## src/rtl/pc_sequencer.sv

```systemverilog
// Program-counter stage: holds the current PC, steps it sequentially while
// running, applies taken branches (relative or absolute) and freezes on halt.
// Start/Running/Done let a top level launch a program and observe completion.
//
// Optional feature macro: PC_CYCLE_CNT_EN
//   When defined, adds the CNT_W parameter and the CycleCnt output, a
//   saturating count of clock edges spent in RUN (halting edge included).
//
// State is exposed on state_dbg for checkers. The encodings are
// 0 = IDLE, 1 = RUN, 2 = DONE, and 3 is unused.
//
// Handshake: Start is a single-cycle request. It is accepted on any edge
// where the registered state is IDLE or DONE and Reset is low, and ignored
// otherwise. Branch and Halt are only honoured on edges where the state is
// RUN.
module pc_sequencer #(
  parameter int              PC_W     = 8,
  parameter logic [PC_W-1:0] RESET_PC = '0
`ifdef PC_CYCLE_CNT_EN
  ,
  parameter int              CNT_W    = 16
`endif
) (
  input  logic            CLK,
  input  logic            Reset,
  input  logic            Start,
  input  logic [PC_W-1:0] StartAddr,
  input  logic            Branch,
  input  logic            BranchRel,
  input  logic [PC_W-1:0] Target,
  input  logic            Halt,
  output logic [PC_W-1:0] PC,
  output logic            Running,
  output logic            Done,
`ifdef PC_CYCLE_CNT_EN
  output logic [CNT_W-1:0] CycleCnt,
`endif
  output logic [1:0]      state_dbg
);

  localparam logic [1:0] S_IDLE = 2'd0;
  localparam logic [1:0] S_RUN  = 2'd1;
  localparam logic [1:0] S_DONE = 2'd2;

  localparam logic [PC_W-1:0] PC_ONE = {{(PC_W-1){1'b0}}, 1'b1};

  logic [1:0]      state_q, state_d;
  logic [PC_W-1:0] pc_q, pc_d;

  // Next-state and next-PC selection. In RUN the priority is
  // Halt > Branch > increment. A relative Target is already PC_W wide, so
  // sign-extending it to PC_W is the identity, and the modulo-2^PC_W add
  // handles negative offsets.
  always_comb begin
    state_d = state_q;
    pc_d    = pc_q;
    case (state_q)
      S_IDLE, S_DONE: begin
        if (Start) begin
          pc_d    = StartAddr;
          state_d = S_RUN;
        end
      end
      S_RUN: begin
        if (Halt) begin
          state_d = S_DONE;
        end else if (Branch) begin
          pc_d = BranchRel ? (pc_q + Target) : Target;
        end else begin
          pc_d = pc_q + PC_ONE;
        end
      end
      default: begin
        state_d = S_IDLE;
      end
    endcase
  end

  // State and PC registers. Reset overrides every other input.
  always_ff @(posedge CLK) begin
    if (Reset) begin
      state_q <= S_IDLE;
      pc_q    <= RESET_PC;
    end else begin
      state_q <= state_d;
      pc_q    <= pc_d;
    end
  end

  assign PC        = pc_q;
  assign Running   = (state_q == S_RUN);
  assign Done      = (state_q == S_DONE);
  assign state_dbg = state_q;

`ifdef PC_CYCLE_CNT_EN
  logic [CNT_W-1:0] cnt_q, cnt_d;
  logic             start_acc;

  assign start_acc = Start && ((state_q == S_IDLE) || (state_q == S_DONE));

  // RUN-cycle counter: cleared on an accepted Start and saturates at all-ones.
  always_comb begin
    cnt_d = cnt_q;
    if (start_acc) begin
      cnt_d = '0;
    end else if ((state_q == S_RUN) && (cnt_q != {CNT_W{1'b1}})) begin
      cnt_d = cnt_q + {{(CNT_W-1){1'b0}}, 1'b1};
    end
  end

  // Counter register.
  always_ff @(posedge CLK) begin
    if (Reset) begin
      cnt_q <= '0;
    end else begin
      cnt_q <= cnt_d;
    end
  end

  assign CycleCnt = cnt_q;
`endif

endmodule

```

## config.mk

```make
export PLATFORM = sky130hd
export DESIGN_NAME = pc_sequencer
export DESIGN_NICKNAME = d
export VERILOG_FILES = /design/src/rtl/pc_sequencer.sv
export SDC_FILE = /design/constraint.sdc
export NUM_CORES = 1
export LEC_CHECK = 0
export CAP_MARGIN = 20
export CORE_MARGIN = 5
export CORE_UTILIZATION = 25
export DETAILED_ROUTE_END_ITERATION = 10
export DONT_BUFFER_PORTS = 1
export GPL_TIMING_DRIVEN = 1
export PLACE_DENSITY = 0.39
export SKIP_CTS_REPAIR_TIMING = 1
export SLEW_MARGIN = 10
export SYNTH_ARGS = -nofsm -noshare
export SYNTH_HDL_FRONTEND = slang
export SYNTH_SLANG_ARGS = --single-unit
```

## constraint.sdc

```tcl
create_clock -name CLK -period 2.95 [get_ports CLK]
set_clock_uncertainty 0.05 [all_clocks]
set_input_delay 0.295 -clock CLK [delete_from_list [all_inputs] [get_ports CLK]]
set_output_delay 0.295 -clock CLK [all_outputs]
set_load 0.02 [all_outputs]
```

Word level (Yosys, flattened, before mapping) --
Index checks and enable logic that the tools add are counted.
Storage, ports and cells: register bits 10, bits of input ports 22, output and inout bits 12, logic and storage cells 22
Cells by class: add/subtract/negate cells 2, eq/ne operators 5, muxes and demuxes 8, reductions and logical operators 5
Operator list (number):
- 8-bit 2-to-1 mux | 4
- 8-bit case mux with 2 select lines | 1
- 8-bit by 1-bit adder with 8-bit output (second input constant) | 1
- 8-bit adder | 1
- 2-bit != test (second input constant) | 3
- 2-bit 2-to-1 mux | 2
- 2-bit case mux with 2 select lines | 1
- 3-bit AND reduction | 1
- 2-bit by 1-bit == test with 1-bit output (second input constant) | 1
- 2-bit == test (second input constant) | 1
- 2-bit logical NOT | 1
- 2-bit AND reduction | 1
- 2-bit nonzero test | 1
- 2-bit OR reduction | 1

Logic depth before layout (Yosys ltp) --
Gate-level depths: netlist of the first run.
word-level depth 5, gate-level depth with buffers 9, mapped depth without buffers 9

Worst setup path after synthesis of the first run --
No wires, ideal clock.
path type register -> register, start point reg pc_q[0] (netlist: PC[0]), end point reg pc_q[6] (netlist: PC[6]), library setup time 103 ps, arrival time 2076 ps, required time 2797 ps, path slack 721 ps, stages on the path, launching flop included 10, buffers on the path 0, clock period less this slack 2229 ps, cells stage by stage dfxtp_1 -> ha_1 -> inv_1 -> fa_1 -> nor2b_4 -> o31a_1 -> o21a_1 -> or3_1 -> a41oi_2 -> a2111oi_2
Between the ends: word-level cells in the longest chain between the ends 5, elaborated cells between the ends (all ways) 6, classes of those cells add/sub: 2; mux: 4
Ends and longest elaborated chain:
- start, declared | RTL line 48 | logic [PC_W-1:0] pc_q, pc_d;
- start signal, assigned | RTL line 86 | pc_q <= pc_d;
- 8-bit adder | RTL line 68 | pc_d = BranchRel ? (pc_q + Target) : Target;
- 8-bit 2-to-1 mux | RTL line 68
- 8-bit 2-to-1 mux (*) | RTL line 67 | end else if (Branch) begin
- 8-bit 2-to-1 mux (*) | RTL line 65 | if (Halt) begin
- 8-bit case mux with 2 select lines (*) | RTL line 57 | case (state_q)
Mark *: on every way between the ends. The rest lies on a longest branch, timed or not. The select of a mux whose other input is x is not followed. A chain may end at the register's enable or synchronous reset.

Final worst setup path of the first run --
start point reg pc_q[3] (netlist: PC[3]), end point reg pc_q[6] (netlist: PC[6])
The elaborated chain is that of the path after synthesis.

==> impl_metrics.ini, run 1 <==
[cts]
root_buffer = clkbuf_8
cts_sinks = 10
clk_latency_ns = 0.23
ctsLongestPathBuffers = 2
htreeDepth = 1
clk_pin_slew_ns = 0.05
cts_tree = built
numCtsBuffers = 3

[timing]
maxSlewViolCount = 0
hold_viol = 0
finalCritPeriodShare_pct = 75.0
timing.fmax_ghz = 0.452
setup_tns_ns = 0
slew_headroom_pct = 60.1
setup_viol = 0
fin_crit_ns = 2.21
tightest_slew_ns = 0.595
rsz0062_at_grt = no

[detailed_routing]
drt_iter0_markers = 47
vias = 946
drc = 0
wl_mm = 2.90
via_per_inst = 5.31
wl_per_cell_um = 16.3
drt_pre_antenna_iters = 5
postRouteAntennaNets = 0

[yosys]
synth.yosys.warnings = 0
synth_edf_count = 0
async_flop_share_pct = 0
ys_ff_latch = 10
synth_nets = 156
ys_types = 47
ys.flop_type = dfxtp_1
yosys-top-cells-area = dfxtp_1 20%, ha_1 9.9%, a21oi_1 4.9%
syn_inst = 125
synth_top_area_cell = dfxtp_1
synth_area_um2 = 1010
ys_seq_area_share_pct = 19.8
synth_top_area_share_pct = 19.8
syn_avg_cell_area_um2 = 8.10

[finish]
nets = 160
drive_above_1_share_pct = 14.1
final_area_um2 = 1130
areaGrowthSynthToFinish_pct = 12.1
final_cell_mix = 10 x dfxtp_1, 10 x a21oi_1, 9 x inv_1
final_cell_count_no_fill = 178
diodes = 0
fin_util_pct = 28.6

[place]
port_buffers = 0
placed_area_um2 = 1080
gp_congestion = 0.724
dp_cells = 174
place_hpwl_mm = 2.34

[grt]
grt_pass1_wl_mm = 4.69
grtUsageTotal_pct = 11.1
grt_overflow = 0
antenna_found_initial = 0
first_global_vias = 931
grt_max_degree = 17

[worst_setup_path]
critical_path_class = register to register
ff2ff_setup_slack_ns = 0.74
cp_max_fo = 7
critPathLaunchType = register
reg2reg_from = PC[3]
worstPathArrival_ns = 2.27
crit_start = PC[3]
cp-end-kind = register
required_ns = 3.01

[die]
placementRows = 23
pin_count = 34
initial_core_util_pct = 25.5
die_w_um = 73.6
core_um2 = 3970
fp.dieH_um = 73.6
die-area_um2 = 5420

[status]
status = finished, final reports clean

[flow_run]
cap_violations = 0

[pwr]
p_leak_nw = 0.458
p_per_area_nw_per_um2 = 442
irDropWorstVdd_mv = 0.200

[min_path]
min_path_type = input pin to register
min_from = Reset
[logic make-up (layout without fill, tap and decap cells)]
family	count (synthesis)	after routing	share of synthesized area (%)
DFF	10	10	19.8
xor gates and xnor gates	8	8	6.92
buffers and inverters	14	17	5.44
AOI/OAI and AO/OA	50	50	34.6
muxes	5	5	5.07
adders and majority gates	9	9	11.9
and+or+nand+nor	29	29	16.3
[critical path: stages (launching register included)]
cell and delay, ns:
dfxtp_1 0.57, ha_1 0.36, o21a_1 0.20, o31a_1 0.11
o21a_1 0.19, or3_1 0.33, a41oi_2 0.20, a2111oi_2 0.06
[sequential cells by signal, summed over array words and instances (netlist names)]
register and count:
PC 8, state_dbg 2
[metrics by stage]
step | hold WS, ns | setup slack (ns) | total power, mW
6_report | 0.0720 | 0.737 | 0.502
5_1_grt | 0.0575 | 0.632 | 0.543
4_1_cts | 0.0653 | 0.734 | 0.509
3_5_place_dp | 0.316 | 0.745 | 0.333
3_3_place_gp | 0.315 | 0.775 | 0.332
2_1_floorplan | 0.314 | 0.721 | 0.302
[final timing paths]
kind / end / cells after the start
setup reg to reg: PC[6] / 7
hold reg to reg: PC[5] / 2
hold / removal: PC[6] / 1
setup / recovery: PC[6] / 7
[synthesized netlist by cell type (all sizes together) (4+ instances only)]
cell type / count
xnor2: 5
dfxtp: 10
o21ai: 14
ha: 8
a21oi: 11
mux2i: 4
nand2: 7
inv: 10
nor2: 7
[layer usage]
layer / global-route usage (%) / vias up / share of wire, %
li1: - / 476 / -
met5: 0 / - / 0
met3: 5.47 / 2 / 9.6
met1: 14.0 / 433 / 43
met4: 2.41 / 0 / 0.93
met2: 17.1 / 35 / 46
[final cells by class]
class                      instances  area, um2
inverter                          10       37.5
sequential                        10        200
fill                             430       2840
multi-input combinational        101        757
timing repair buffer               3       22.5
clock buffer                       4       55.1
tap                               50       62.6
[where the power goes]
group / total (mW) / switching [mW] / leakage, nW / internal (mW)
Sequential: 0.174 / 0.0267 / 0.0824 / 0.148
Clock: 0.172 / 0.0548 / 0.0288 / 0.117
Combinational: 0.155 / 0.0865 / 0.347 / 0.0689
No activity file was read; power rests on OpenSTA's default activity.
==> run 2, diff against run 1 <==
--- a/config.mk
+++ b/config.mk
@@ -5,6 +5,7 @@
 export SDC_FILE = /design/constraint.sdc
 export NUM_CORES = 1
 export LEC_CHECK = 0
+export ABC_AREA = 1
 export CAP_MARGIN = 20
 export CORE_MARGIN = 5
 export CORE_UTILIZATION = 25
==> constraint.sdc (replaced) <==
create_clock -name CLK -period 2.2 [get_ports CLK]
set_clock_uncertainty 0.05 [all_clocks]
set_input_delay 0.22 -clock CLK [delete_from_list [all_inputs] [get_ports CLK]]
set_output_delay 0.22 -clock CLK [all_outputs]
set_load 0.02 [all_outputs]
==> run 2 against run 1 <==
Via count grew 20%. Worst setup slack worse by 0.30 ns. Sequential cell count unchanged. Largest cell class unchanged.
==> impl_metrics.ini, run 2 <==
[status]
status = finished, final reports clean

[yosys]
synth_top_area_cell = dfxtp_1
ys_seq_area_share_pct = 19.0
synth.yosys.warnings = 0
synthTopCellsByCount = 53 x nand2_1, 31 x nor2_1, 23 x inv_1
ys_types = 24
yosys-top-cells-area = dfxtp_1 19%, nand2_1 19%, nor2_1 11%
synth_top_area_share_pct = 19.0
ys_ff_latch = 10
synth_nets = 215
synth.most_common_cell = nand2_1
synth_edf_count = 0
synth_area_um2 = 1060
syn_inst = 184
ys.flop_type = dfxtp_1
async_flop_share_pct = 0
syn_avg_cell_area_um2 = 5.74

[finish]
largest_reg_flops = 8
fin_util_pct = 30.0
final_common_cell = nand2_1
nets = 227
final_area_um2 = 1220
fill_cells = 467
drive_above_1_share_pct = 9.28
areaGrowthSynthToFinish_pct = 15.3
diodes = 0
final_cell_mix = 53 x nand2_1, 31 x nor2_1, 23 x inv_1

[min_path]
min_from = Halt
min_path_type = input pin to register

[pwr]
p_leak_nw = 0.605
irDropWorstVdd_mv = 0.187
p_per_area_nw_per_um2 = 542

[cts]
root_buffer = clkbuf_8
cts_tree = built
htreeDepth = 1
clk_pin_slew_ns = 0.05
cts_sinks = 10
clk_latency_ns = 0.23
numCtsBuffers = 3
ctsLongestPathBuffers = 2

[detailed_routing]
drt_pre_antenna_iters = 4
via_per_inst = 4.65
wl_mm = 3.18
wl_per_cell_um = 13.0
drt_iter0_markers = 48
vias = 1134
postRouteAntennaNets = 0
drc = 0

[timing]
tightest_slew_ns = 0.432
fin_crit_ns = 1.76
setup_tns_ns = 0
finalCritPeriodShare_pct = 79.9
setup_ws_ns = 0.441
slew_headroom_pct = 71.1
timing.fmax_ghz = 0.569
maxSlewViolCount = 0
rsz0062_at_grt = no
setup_viol = 0
hold_viol = 0

[die]
initial_core_util_pct = 26.0
core_um2 = 4060
die_w_um = 75.0
pin_count = 34
die-area_um2 = 5620
fp.dieH_um = 75.0
placementRows = 23

[flow_run]
cap_violations = 0

[worst_setup_path]
cp_max_fo = 2
crit_path_max_incr_delay_ns = 0.39
cp-end-kind = register
required_ns = 2.33
crit_slowest_cell = fa_1
cpMostUsedCell = nand2_1
worstPathArrival_ns = 1.89
critPathLaunchType = register
reg2reg_from = PC[0]
crit_start = PC[0]
critical_path_class = register to register
path_cells = ha_1 -> inv_1 -> fa_1 -> inv_1 -> nand2_1 -> nand2_1 -> nand2_1 -> or2_1 -> nand3_1 -> nand2_1 -> nand3_1 -> nand2_1 -> nand2_1

[grt]
grtUsageTotal_pct = 11.8
antenna_found_initial = 0
grt_max_degree = 14
grt_overflow = 0
first_global_vias = 1124
grt_pass1_wl_mm = 5.12

[place]
pre_cts_slack_ns = 0.459
placed_area_um2 = 1170
port_buffers = 0
place_hpwl_mm = 2.61
gp_congestion = 0.783
## run 2: cell types whose count changed after synthesis, sizes merged, moves of 4 or more
| cell | previous run | this run |
|---|---|---|
| mux2i | 4 | 0 |
| a21oi | 11 | 6 |
| nand2 | 7 | 55 |
| nor2 | 7 | 33 |
| nand3 | 3 | 16 |
| inv | 10 | 24 |
## run 2: layout make-up
class	instances	area (um2)	share of cell area, %
clock buffer	3	41.3	3.39
inverter	24	90.1	7.40
multi-input combinational	148	753	61.9
sequential	10	200	16.4
tap	50	62.6	5.14
timing repair buffer	9	70.1	5.76
## run 2: where the power goes
group	internal, mW	switching, mW	total (mW)
combinational	0.0959	0.153	0.249
clock	0.120	0.0751	0.195
sequential	0.198	0.0179	0.216
total	0.414	0.246	0.660
## run 2: critical path: cells and delay by family, from the launching register on
family / cells / cell delay, ns
AND/OR/NAND/NOR: 9 / 0.64
buffers and inverters: 2 / 0.12
adder cells (fa/ha/maj): 2 / 0.55
flip-flops: 1 / 0.33
## run 2: path summary, 6_finish.rpt
check | to | slack [ns] | cells past startpoint
max | PC[4] | 0.44 | 13
min | state_dbg[1] | 0.07 | 2
min reg2reg | PC[1] | 0.52 | 2
max reg2reg | PC[4] | 0.44 | 13
## run 2: cell families (layout without fill, tap and decap cells)
kind of cell / after synthesis / count (layout) / share of synthesized area, %
AOI/OAI and AO/OA: 24 / 24 / 12.1
and+or+nand+nor: 112 / 112 / 45.4
xor gates and xnor gates: 3 / 3 / 2.49
adders and majority gates: 9 / 9 / 11.4
buffers and inverters: 26 / 36 / 9.71
DFF: 10 / 10 / 19.0
## run 2: metrics by stage
step	hold WS, ns	cells	power, mW
2_1_floorplan	0.239	184	0.405
3_3_place_gp	0.242	240	0.467
3_5_place_dp	0.242	240	0.469
4_1_cts	-0.0137	243	0.674
5_1_grt	0.0817	244	0.716
6_report	0.0740	244	0.660
## run 2: layer usage
metal	GRT usage, %	up-vias	routed length [um]
met5	0	-	0
met4	3.56	0	25
met3	3.34	2	248
met2	19.3	22	1410
met1	15.0	500	1500
li1	-	610	-
==> run 3, diff against run 2 <==
--- a/config.mk
+++ b/config.mk
@@ -12,7 +12,7 @@
 export DETAILED_ROUTE_END_ITERATION = 10
 export DONT_BUFFER_PORTS = 1
 export GPL_TIMING_DRIVEN = 1
-export PLACE_DENSITY = 0.39
+export PLACE_DENSITY = 0.41
 export SKIP_CTS_REPAIR_TIMING = 1
 export SLEW_MARGIN = 10
 export SYNTH_ARGS = -nofsm -noshare
==> constraint.sdc (replaced) <==
create_clock -name CLK -period 1.4 [get_ports CLK]
set_clock_uncertainty 0.05 [all_clocks]
set_input_delay 0.14 -clock CLK [delete_from_list [all_inputs] [get_ports CLK]]
set_output_delay 0.14 -clock CLK [all_outputs]
set_load 0.02 [all_outputs]
==> run 3 against run 2 <==
The run now ends with negative setup slack left. Global-route usage up 0.79 points. Critical path depth unchanged. Via count up 7.6%. Clock power up 96%. Count of clock-buffer cells in the layout up 1. Final cell count up 6.6%. Die area unchanged. Combinational power up 110%. Critical endpoint unchanged.
==> impl_metrics.ini, run 3 (same netlist as run 2, synthesis figures left out) <==
[grt]
grt_max_degree = 14
first_global_vias = 1163
grt_pass1_wl_mm = 5.40
grt_overflow = 0
grtUsageTotal_pct = 12.6
antenna_found_initial = 0

[timing]
setup_ws_ns = -0.255
slew_headroom_pct = 76.2
hold_viol = 0
rsz0062_at_grt = yes
tightest_slew_ns = 0.356
setup_viol = 7
maxSlewViolCount = 0
finalCritPeriodShare_pct = 118
timing.fmax_ghz = 0.604
fin_crit_ns = 1.65
hold_ws_ns = 0.0293

[worst_setup_path]
worst-path-buf-inv = 2
required_ns = 1.54
worstPathArrival_ns = 1.79
ff2ff_path_depth = 13
reg2reg_from = PC[0]
ff2ff_setup_slack_ns = -0.25
crit_slowest_cell = dfxtp_4
cp_max_fo = 2
path_cells = ha_4 -> inv_2 -> fa_2 -> inv_2 -> nand2_2 -> nand2_2 -> nand2_1 -> or2_1 -> nand3_1 -> nand2_1 -> nand3_1 -> nand2_1 -> nand2_1
critPathLaunchType = register
r2r-end = PC[4]
cp-end-kind = register
critical_path_class = register to register
critical-path-top-delay-family = simple AND/OR/NAND/NOR gates
cpMostUsedCell = nand2_1
crit_path_max_incr_delay_ns = 0.35
crit_start = PC[0]

[detailed_routing]
wl_mm = 3.38
drt_iter0_markers = 53
vias = 1220
via_per_inst = 4.69
wl_per_cell_um = 13.0
drc = 0
drt_pre_antenna_iters = 4
postRouteAntennaNets = 0

[pwr]
p_switching_mw = 0.441
p_sw_share_pct = 35.7
p_leak_nw = 0.686
power.share.combinational_pct = 41.4
p_int_mw = 0.793
fin_total_pwr_mw = 1.23
p_per_area_nw_per_um2 = 841
sequentialPowerShare_pct = 27.6
irDropWorstVdd_mv = 0.334
power.share.clock_pct = 30.9

[min_path]
holdPathStages = 2
holdPathEnd = PC[1]
min_path_type = input pin to register
min_from = StartAddr[1]

[status]
violations = negative setup slack
status = finished, violations left

[finish]
largest_reg_flops = 8
areaGrowthSynthToFinish_pct = 38.9
final_common_cell = nand2_1
final_cell_count_no_fill = 260
nets = 242
diodes = 0
fill_cells = 440
drive_above_1_share_pct = 28.1
final_cell_mix = 47 x nand2_1, 31 x nor2_1, 22 x buf_4

[die]
die_w_um = 75.0
placementRows = 23
core_um2 = 4060
initial_core_util_pct = 26.0
fp.dieH_um = 75.0
pin_count = 34
die-area_um2 = 5620

[cts]
cts_tree = built
numCtsBuffers = 3
htreeDepth = 1
root_buffer = clkbuf_8
cts_sinks = 10
clk_latency_ns = 0.24
clk_pin_slew_ns = 0.05
ctsLongestPathBuffers = 2

[flow_run]
cap_violations = 0

[place]
gp_congestion = 0.816
port_buffers = 0
dp_cells = 252
place_hpwl_mm = 2.77
-- run 3: cell types whose count changed in the layout (fill, tap and decap cells not counted), moves of 4 or more --
cell     change
nand2_2      +6
nand2_1      -6
o21ai_1      +4
o21ai_0      -5
ha_4         +5
dfxtp_1      -5
buf_4       +14
ha_1         -5
-- run 3: how the worst max path moves through the flow --
stage	endpoint	cells past startpoint
floorplan	PC[4]	13
global placement	PC[4]	13
detailed placement	PC[4]	13
CTS	PC[4]	13
global route	PC[4]	13
finish	PC[4]	13
-- run 3: through the flow --
step           utilization (%)  setup TNS (ns)  instance area (um2)  worst slack (ns)
6_report                  36.1           -1.10                 1470            -0.255
5_1_grt                   36.1           -1.79                 1470            -0.385
4_1_cts                   33.2           -1.28                 1350            -0.290
3_5_place_dp              31.9           -1.17                 1290            -0.285
3_3_place_gp              31.9          -0.998                 1290            -0.227
2_1_floorplan                -           -1.12                 1090            -0.243
-- run 3: cell type report --
type	count	area, um2	share of cell area (%)
Timing Repair Buffer	24	185	12.6
Inverter	24	92.6	6.31
Tap cell	50	62.6	4.27
Clock buffer	4	55.1	3.75
Sequential cell	10	211	14.4
Multi-Input combinational cell	148	860	58.6
-- run 3: power by group through the flow --
stage	Combinational, mW	Clock, mW	Sequential [mW]
6_report	0.511	0.382	0.341
5_1_grt	0.575	0.395	0.344
4_1_cts	0.462	0.388	0.336
3_5_place_dp	0.459	0	0.342
3_3_place_gp	0.451	0	0.341
2_1_floorplan	0.268	0	0.382
-- run 3: per-layer routing --
metal	share of wire, %	up-vias	wire length (um)	GRT usage [%]
li1	-	638	-	-
met4	1.4	0	48	4.15
met5	0	-	0	0
met3	4.6	5	157	2.54
met1	47	551	1590	16.8
met2	47	26	1580	20.2
